$ cat config.mk
export PLATFORM = sky130hd
export DESIGN_NAME = rv_dmem_arbiter_flat
export DESIGN_NICKNAME = d
export VERILOG_FILES = /design/src/rtl/rv_dmem_arbiter_pkg.sv /design/src/rtl/rv_dmem_arbiter_if.sv /design/src/rtl/rv_rr_arb2.sv /design/src/rtl/rv_dmem_arbiter.sv /design/src/flat_wrapper.sv
export SDC_FILE = /design/constraint.sdc
export NUM_CORES = 1
export LEC_CHECK = 0
export ABC_AREA = 1
export CAP_MARGIN = 20
export CORE_ASPECT_RATIO = 0.5
export CORE_MARGIN = 5
export CORE_UTILIZATION = 34
export DETAILED_ROUTE_END_ITERATION = 10
export PLACE_DENSITY_LB_ADDON = 0.3
export SLEW_MARGIN = 20
export SYNTH_ARGS = -nofsm -noshare
export SYNTH_HDL_FRONTEND = slang
export SYNTH_SLANG_ARGS = --single-unit
$ cat constraint.sdc
create_clock -name clk -period 8.1 [get_ports clk]
set_input_delay 1.62 -clock clk [delete_from_list [all_inputs] [get_ports clk]]
set_output_delay 1.62 -clock clk [all_outputs]
set_load 0.02 [all_outputs]
$ cat src/rtl/rv_dmem_arbiter_pkg.sv
// Shared constants, owner encoding, error causes and bundles
// for the two-port data-memory arbiter.
package rv_dmem_arbiter_pkg;

  localparam int unsigned DMEM_WORDS = 1024;
  localparam logic [31:0] DMEM_BASE  = 32'h0000_1000;

  localparam logic [1:0] OWN_NONE = 2'b00;
  localparam logic [1:0] OWN_P0   = 2'b01;
  localparam logic [1:0] OWN_P1   = 2'b10;

  typedef enum logic [1:0] {
    ERR_NONE  = 2'd0,
    ERR_ALIGN = 2'd1,
    ERR_LOW   = 2'd2,
    ERR_HIGH  = 2'd3
  } err_cause_e;

  typedef struct packed {
    logic        we;
    logic        lock;
    logic [31:0] addr;
    logic [31:0] wdata;
  } dreq_t;

  typedef struct packed {
    logic        rvalid;
    logic        err;
    logic [31:0] rdata;
  } drsp_t;

  function automatic err_cause_e err_cause(
    input logic [31:0] addr,
    input logic [31:0] base,
    input logic [31:0] words
  );
    logic [31:0] lim;
    lim = base + (words << 2);
    if (addr[1:0] != 2'b00) return ERR_ALIGN;
    if (addr < base)        return ERR_LOW;
    if (addr >= lim)        return ERR_HIGH;
    return ERR_NONE;
  endfunction

endpackage

$ cat src/rtl/rv_dmem_arbiter_if.sv
// Requester and memory bus of the data-memory arbiter.
// slave = arbiter side, master = requesters plus memory.
interface rv_dmem_arbiter_if;

  logic        p0_req;
  logic        p0_we;
  logic        p0_lock;
  logic [31:0] p0_addr;
  logic [31:0] p0_wdata;
  logic        p0_gnt;
  logic        p0_rvalid;
  logic [31:0] p0_rdata;
  logic        p0_err;

  logic        p1_req;
  logic        p1_we;
  logic        p1_lock;
  logic [31:0] p1_addr;
  logic [31:0] p1_wdata;
  logic        p1_gnt;
  logic        p1_rvalid;
  logic [31:0] p1_rdata;
  logic        p1_err;

  logic        mem_we;
  logic [31:0] mem_addr;
  logic [31:0] mem_wdata;
  logic [31:0] mem_rdata;

  modport slave (
    input  p0_req, p0_we, p0_lock,
    input  p0_addr, p0_wdata,
    output p0_gnt, p0_rvalid,
    output p0_rdata, p0_err,
    input  p1_req, p1_we, p1_lock,
    input  p1_addr, p1_wdata,
    output p1_gnt, p1_rvalid,
    output p1_rdata, p1_err,
    output mem_we, mem_addr, mem_wdata,
    input  mem_rdata
  );

  modport master (
    output p0_req, p0_we, p0_lock,
    output p0_addr, p0_wdata,
    input  p0_gnt, p0_rvalid,
    input  p0_rdata, p0_err,
    output p1_req, p1_we, p1_lock,
    output p1_addr, p1_wdata,
    input  p1_gnt, p1_rvalid,
    input  p1_rdata, p1_err,
    input  mem_we, mem_addr, mem_wdata,
    output mem_rdata
  );

endinterface

$ cat src/rtl/rv_rr_arb2.sv
// Two-way round-robin picker; a set lock owner
// excludes the other requester entirely.
module rv_rr_arb2
  import rv_dmem_arbiter_pkg::*;
(
  input  logic [1:0] req,
  input  logic       last,
  input  logic [1:0] lock_owner,
  output logic [1:0] gnt
);

  logic free;

  assign free = (lock_owner == OWN_NONE);

  always_comb begin
    gnt = 2'b00;
    unique case (1'b1)
      lock_owner == OWN_P0:
        gnt = {1'b0, req[0]};
      lock_owner == OWN_P1:
        gnt = {req[1], 1'b0};
      free && (req == 2'b11):
        gnt = last ? 2'b01 : 2'b10;
      default:
        gnt = free ? req : 2'b00;
    endcase
  end

endmodule

$ cat src/rtl/rv_dmem_arbiter.sv
// Shares a comb-read / sync-write data memory between the LSU
// (port 0) and the FP-multiply engine (port 1).
module rv_dmem_arbiter
  import rv_dmem_arbiter_pkg::*;
#(
  parameter int unsigned WORDS = DMEM_WORDS,
  parameter logic [31:0] BASE  = DMEM_BASE
) (
  input logic         clk,
  input logic         rst,
  rv_dmem_arbiter_if.slave bus
);

  logic       last_q;
  logic       last_d;
  logic [1:0] owner_q;
  logic [1:0] owner_d;
  drsp_t      rsp0_q;
  drsp_t      rsp0_d;
  drsp_t      rsp1_q;
  drsp_t      rsp1_d;

  logic [1:0]  req;
  logic [1:0]  pick;
  logic [1:0]  gnt;
  logic        grant;
  dreq_t       r0;
  dreq_t       r1;
  dreq_t       win;
  err_cause_e  cause;
  logic        acc_err;
  logic [31:0] rd_val;

  assign req = {bus.p1_req, bus.p0_req};

  rv_rr_arb2 u_rr (
    .req        (req),
    .last       (last_q),
    .lock_owner (owner_q),
    .gnt        (pick)
  );

  // Reset also blocks the grant, so a write in that cycle never lands.
  assign gnt   = rst ? 2'b00 : pick;
  assign grant = |gnt;

  always_comb begin
    r0.we    = bus.p0_we;
    r0.lock  = bus.p0_lock;
    r0.addr  = bus.p0_addr;
    r0.wdata = bus.p0_wdata;
    r1.we    = bus.p1_we;
    r1.lock  = bus.p1_lock;
    r1.addr  = bus.p1_addr;
    r1.wdata = bus.p1_wdata;
  end

  assign win     = gnt[1] ? r1 : r0;
  assign cause   = err_cause(win.addr, BASE, 32'(WORDS));
  assign acc_err = (cause != ERR_NONE);

  assign bus.mem_we    = grant & win.we & ~acc_err;
  assign bus.mem_addr  = grant ? win.addr : '0;
  assign bus.mem_wdata = grant ? win.wdata : '0;

  assign rd_val = (win.we | acc_err) ? '0 : bus.mem_rdata;

  always_comb begin
    last_d  = last_q;
    owner_d = owner_q;

    rsp0_d.rvalid = gnt[0];
    rsp0_d.err    = gnt[0] & acc_err;
    rsp0_d.rdata  = gnt[0] ? rd_val : '0;
    rsp1_d.rvalid = gnt[1];
    rsp1_d.err    = gnt[1] & acc_err;
    rsp1_d.rdata  = gnt[1] ? rd_val : '0;

    if (grant) begin
      last_d  = gnt[1];
      owner_d = !win.lock ? OWN_NONE :
                gnt[1]    ? OWN_P1 : OWN_P0;
    end
  end

  always_ff @(posedge clk or posedge rst) begin
    if (rst) begin
      last_q  <= 1'b1;
      owner_q <= OWN_NONE;
      rsp0_q  <= '0;
      rsp1_q  <= '0;
    end else begin
      last_q  <= last_d;
      owner_q <= owner_d;
      rsp0_q  <= rsp0_d;
      rsp1_q  <= rsp1_d;
    end
  end

  assign bus.p0_gnt    = gnt[0];
  assign bus.p0_rvalid = rsp0_q.rvalid;
  assign bus.p0_err    = rsp0_q.err;
  assign bus.p0_rdata  = rsp0_q.rdata;
  assign bus.p1_gnt    = gnt[1];
  assign bus.p1_rvalid = rsp1_q.rvalid;
  assign bus.p1_err    = rsp1_q.err;
  assign bus.p1_rdata  = rsp1_q.rdata;

endmodule

$ cat src/flat_wrapper.sv
// flat-port wrapper written by rule: the top's interface ports become plain ports
module rv_dmem_arbiter_flat import rv_dmem_arbiter_pkg::*;
#(
  parameter int unsigned WORDS = DMEM_WORDS,
  parameter logic [31:0] BASE  = DMEM_BASE
)
  (clk, rst, bus_p0_req, bus_p0_we, bus_p0_lock, bus_p0_addr, bus_p0_wdata, bus_p0_gnt, bus_p0_rvalid, bus_p0_rdata, bus_p0_err, bus_p1_req, bus_p1_we, bus_p1_lock, bus_p1_addr, bus_p1_wdata, bus_p1_gnt, bus_p1_rvalid, bus_p1_rdata, bus_p1_err, bus_mem_we, bus_mem_addr, bus_mem_wdata, bus_mem_rdata);
  rv_dmem_arbiter_if bus_i ();
  input logic clk;
  input logic rst;
  input wire logic [$bits(bus_i.p0_req)-1:0] bus_p0_req;
  input wire logic [$bits(bus_i.p0_we)-1:0] bus_p0_we;
  input wire logic [$bits(bus_i.p0_lock)-1:0] bus_p0_lock;
  input wire logic [$bits(bus_i.p0_addr)-1:0] bus_p0_addr;
  input wire logic [$bits(bus_i.p0_wdata)-1:0] bus_p0_wdata;
  output wire logic [$bits(bus_i.p0_gnt)-1:0] bus_p0_gnt;
  output wire logic [$bits(bus_i.p0_rvalid)-1:0] bus_p0_rvalid;
  output wire logic [$bits(bus_i.p0_rdata)-1:0] bus_p0_rdata;
  output wire logic [$bits(bus_i.p0_err)-1:0] bus_p0_err;
  input wire logic [$bits(bus_i.p1_req)-1:0] bus_p1_req;
  input wire logic [$bits(bus_i.p1_we)-1:0] bus_p1_we;
  input wire logic [$bits(bus_i.p1_lock)-1:0] bus_p1_lock;
  input wire logic [$bits(bus_i.p1_addr)-1:0] bus_p1_addr;
  input wire logic [$bits(bus_i.p1_wdata)-1:0] bus_p1_wdata;
  output wire logic [$bits(bus_i.p1_gnt)-1:0] bus_p1_gnt;
  output wire logic [$bits(bus_i.p1_rvalid)-1:0] bus_p1_rvalid;
  output wire logic [$bits(bus_i.p1_rdata)-1:0] bus_p1_rdata;
  output wire logic [$bits(bus_i.p1_err)-1:0] bus_p1_err;
  output wire logic [$bits(bus_i.mem_we)-1:0] bus_mem_we;
  output wire logic [$bits(bus_i.mem_addr)-1:0] bus_mem_addr;
  output wire logic [$bits(bus_i.mem_wdata)-1:0] bus_mem_wdata;
  input wire logic [$bits(bus_i.mem_rdata)-1:0] bus_mem_rdata;
  assign bus_i.p0_req = bus_p0_req;
  assign bus_i.p0_we = bus_p0_we;
  assign bus_i.p0_lock = bus_p0_lock;
  assign bus_i.p0_addr = bus_p0_addr;
  assign bus_i.p0_wdata = bus_p0_wdata;
  assign bus_p0_gnt = bus_i.p0_gnt;
  assign bus_p0_rvalid = bus_i.p0_rvalid;
  assign bus_p0_rdata = bus_i.p0_rdata;
  assign bus_p0_err = bus_i.p0_err;
  assign bus_i.p1_req = bus_p1_req;
  assign bus_i.p1_we = bus_p1_we;
  assign bus_i.p1_lock = bus_p1_lock;
  assign bus_i.p1_addr = bus_p1_addr;
  assign bus_i.p1_wdata = bus_p1_wdata;
  assign bus_p1_gnt = bus_i.p1_gnt;
  assign bus_p1_rvalid = bus_i.p1_rvalid;
  assign bus_p1_rdata = bus_i.p1_rdata;
  assign bus_p1_err = bus_i.p1_err;
  assign bus_mem_we = bus_i.mem_we;
  assign bus_mem_addr = bus_i.mem_addr;
  assign bus_mem_wdata = bus_i.mem_wdata;
  assign bus_i.mem_rdata = bus_mem_rdata;
  rv_dmem_arbiter #(.WORDS(WORDS), .BASE(BASE)) u_core (.clk(clk), .rst(rst), .bus(bus_i));
endmodule
==> results.py <==
metrics = {
    "timing": {
        "max_freq_mhz": 156,
        "fin_skew_ns": 0.00514,
        "rsz0062_at_grt": "no",
        "worst_slew_pin_slew_ns": 0.888,
        "setup_tns_ns": 0,
        "period_needed_ns": 6.39,
        "hold_viol": 0,
        "setup_violations": 0,
        "slew_headroom_pct": 40.7,
        "finalMaxSlewViolations": 0,
        "timing.final.crit_share_pct": 78.9,
        "hold_slack_ns": 0.531,
    },
    "floorplan": {
        "die-area_um2": 12300,
        "num_io_pins": 303,
        "start_util_pct": 35.6,
        "fp.dieH_um": 81.0,
        "die_w_um": 152,
        "core_um2": 9630,
        "rows": 25,
    },
    "clock_network": {
        "cts_tree": "done",
        "cts_sinks": 71,
        "path_clk_slew_ns": 0.05,
        "clk_path_buf_depth": 2,
        "cts_hold_buffers": 0,
        "post_cts_buffers": 0,
        "post_cts_resized": 0,
        "htree_levels": 3,
        "numCtsBuffers": 9,
        "cts_root_buf": "clkbuf_16",
        "clock_latency_ns": 0.32,
    },
    "setup_path": {
        "cp_common_cell": "nand2_1",
        "crit_type": "in2out",
        "crit_required_ns": 6.48,
        "start_kind": "primary input",
        "arrival_ns": 4.77,
        "path_buf_inv": 3,
        "crit_fanout": 52,
        "crit_slowest_cell": "inv_2",
        "crit_path_end_kind": "output pin",
        "crit_family": "buffers and inverters",
        "path_cells": "clkdlybuf4s50_1, nand3_1, nand3_2, nand2_2, inv_2, nand2_1, nand2_1, nand2_1, nor2_1, nand2_1, nor2_4, nand2_1, nor3_1, clkdlybuf4s50_1",
        "cpPeakStageDelay_ns": 0.66,
        "r2r_slack_ns": 5.02,
    },
    "global_routing": {
        "grt_pass1_vias": 4039,
        "grtUsageTotal_pct": 21.7,
        "gr-total-overflow": 0,
        "grt_first_pass_wirelength_um": 21300,
        "antenna_found_initial": 1,
        "grt_max_degree": 72,
    },
    "outcome": {
        "outcome": "finished clean",
    },
    "pwr": {
        "power_frac_seq_pct": 25.3,
        "irDropWorstVdd_mv": 0.114,
        "combPwrFrac_pct": 48.6,
        "p_leak_nw": 2.94,
        "power_frac_clock_pct": 26.1,
        "p_switching_w": 0.000549,
        "p_int_w": 0.000936,
        "power.density_nw_per_um2": 217,
        "swShare_pct": 37.0,
    },
    "final_layout": {
        "final_nets": 852,
        "areaGrowthSynthToFinish_pct": 99.9,
        "fill_cells": 742,
        "final_cells": 825,
        "final_area_um2": 6850,
        "layout-drive-gt1-share_pct": 5.37,
    },
    "min_path": {
        "hold_class": "reg2reg",
    },
    "run": {
        "maxCapViolCount": 0,
    },
    "synthesis": {
        "netlist_top_cells_count": "94 x nor2_1, 70 x dfrtp_1, 63 x nand2_1",
        "yosys-top-cells-area": "dfrtp_1 51%, a22o_1 11%, nor2_1 10%, nand2_1 6.9%, nand4_1 5.8%",
        "synth-seq-area-share_pct": 51.9,
        "ys_types": 25,
        "netlist_area_um2": 3430,
        "synth_ff_type": "dfrtp_1",
        "yosysTopAreaCell": "dfrtp_1",
        "ys_ff_latch": 71,
        "async_flop_share_pct": 100,
        "yosysWarnings": 0,
        "syn-num-nets": 563,
        "yosys.cell_count.top_type": "nor2_1",
        "syn-instance-count": 395,
        "synth_edf_count": 0,
        "synth.avg_cell_area_um2": 8.68,
        "netlist.area_leader.share_pct": 51.1,
    },
    "placed_design": {
        "place_congestion": 0.876,
        "dpl_cell_area_um2": 6540,
        "hpwl_um": 11100,
        "numPortBuffers": 302,
        "placedCellCount": 808,
    },
    "detailed_routing": {
        "drc": 0,
        "routedWlPerCell_um": 17.5,
        "ant_nets": 0,
        "drt-initial-drc-count": 263,
        "viasPerCell": 4.75,
        "via_count": 3915,
        "wirelength_um": 14400,
        "first_pass_iters": 4,
    },
}
sequential cells by signal, indices dropped and copies added (netlist names):
signal / flops
u_core.bus.p0_rdata: 32
u_core.bus.p1_rdata: 32
u_core.owner_q: 2
u_core.bus.p0_err: 1
u_core.bus.p0_rvalid: 1
u_core.bus.p1_err: 1
u_core.bus.p1_rvalid: 1
u_core.last_q: 1
per-layer routing:
layer / vias up / part of all wire (%) / GRT usage, %
met5: - / 0 / 0
met4: 0 / 3.1 / 8.52
met3: 32 / 7.7 / 6.87
met2: 169 / 53 / 40.7
met1: 1807 / 36 / 23.4
li1: 1907 / - / -
worst reg2reg max path: stages (launching register included):
cell and delay, ns:
dfstp_2 0.52, inv_1 0.05, nand3_1 0.11, nand3_2 0.29
nand2_2 0.17, buf_4 0.53, nand2_1 0.13, nand2_1 0.12
nand2_1 0.06, nor2_1 0.10, nand2_1 0.11, nor2_4 0.12
buf_4 0.33, nand4_1 0.22, nor2_1 0.14
cell type report:
| class | instances | area [µm²] | share of cell area [%] |
|---|---|---|---|
| timing repair buffer | 310 | 3080 | 45.0 |
| tap | 135 | 169 | 2.46 |
| inverter | 26 | 97.6 | 1.42 |
| multi-input combinational | 266 | 1420 | 20.7 |
| clock inverter | 6 | 67.6 | 0.986 |
| antenna | 1 | 2.50 | 0.0365 |
| clock buffer | 10 | 239 | 3.49 |
| sequential | 71 | 1780 | 25.9 |
through the flow:
stage | utilization [%] | setup WS [ns] | power, W
after floorplan | - | 1.53 | 0.000766
after global placement | 67.9 | 1.81 | 0.00110
after detailed placement | 67.9 | 1.72 | 0.00110
after CTS | 71.1 | 1.71 | 0.00150
after global routing | 71.1 | 1.49 | 0.00157
final | 71.1 | 1.71 | 0.00149
kinds of logic after synthesis:
logic type             synth area share [%]
multiplexers                          0.292
AND/OR/NAND/NOR                        28.4
flip-flops                             51.9
AO/OA/AOI/OAI                          12.3
buffers and inverters                  7.19
placed cells by master (no fill, tap or decap), drive strengths merged:
| cell type | instances |
|---|---|
| a21oi | 4 |
| a22o | 43 |
| buf | 8 |
| bufinv | 1 |
| clkbuf | 10 |
| clkdlybuf4s50 | 302 |
| clkinv | 2 |
| clkinvlp | 2 |
| dfrtp | 70 |
| dfstp | 1 |
| diode | 1 |
| inv | 27 |
| mux2i | 1 |
| nand2 | 64 |
| nand3 | 3 |
| nand3b | 14 |
| nand4 | 32 |
| nor2 | 97 |
| nor3 | 1 |
| o21ai | 5 |
| or2 | 2 |
power by group through the flow:
stage               clock (W)  combinational, W  sequential, W
global route         0.000416          0.000772       0.000378
finish               0.000387          0.000722       0.000376
detailed placement          0          0.000722       0.000382
CTS                  0.000397          0.000726       0.000376
floorplan                   0          0.000378       0.000388
global placement            0          0.000716       0.000382
path summary, 6_finish.rpt:
path | to | start | cells past startpoint
worst max register to register | u_core.bus.p1_rdata[21]$_DFF_PP0_ | u_core.last_q$_DFFE_PP1N_ | 14
worst min-delay path | u_core.last_q$_DFFE_PP1N_ | u_core.last_q$_DFFE_PP1N_ | 2
worst max-delay path | bus_mem_we | bus_p1_req | 14
worst min register to register | u_core.last_q$_DFFE_PP1N_ | u_core.last_q$_DFFE_PP1N_ | 2
min in group asynchronous | u_core.bus.p1_rdata[3]$_DFF_PP0_ | rst | 3
max in group asynchronous | u_core.bus.p0_err$_DFF_PP0_ | rst | 3
Power figures use the tool's default switching activity.
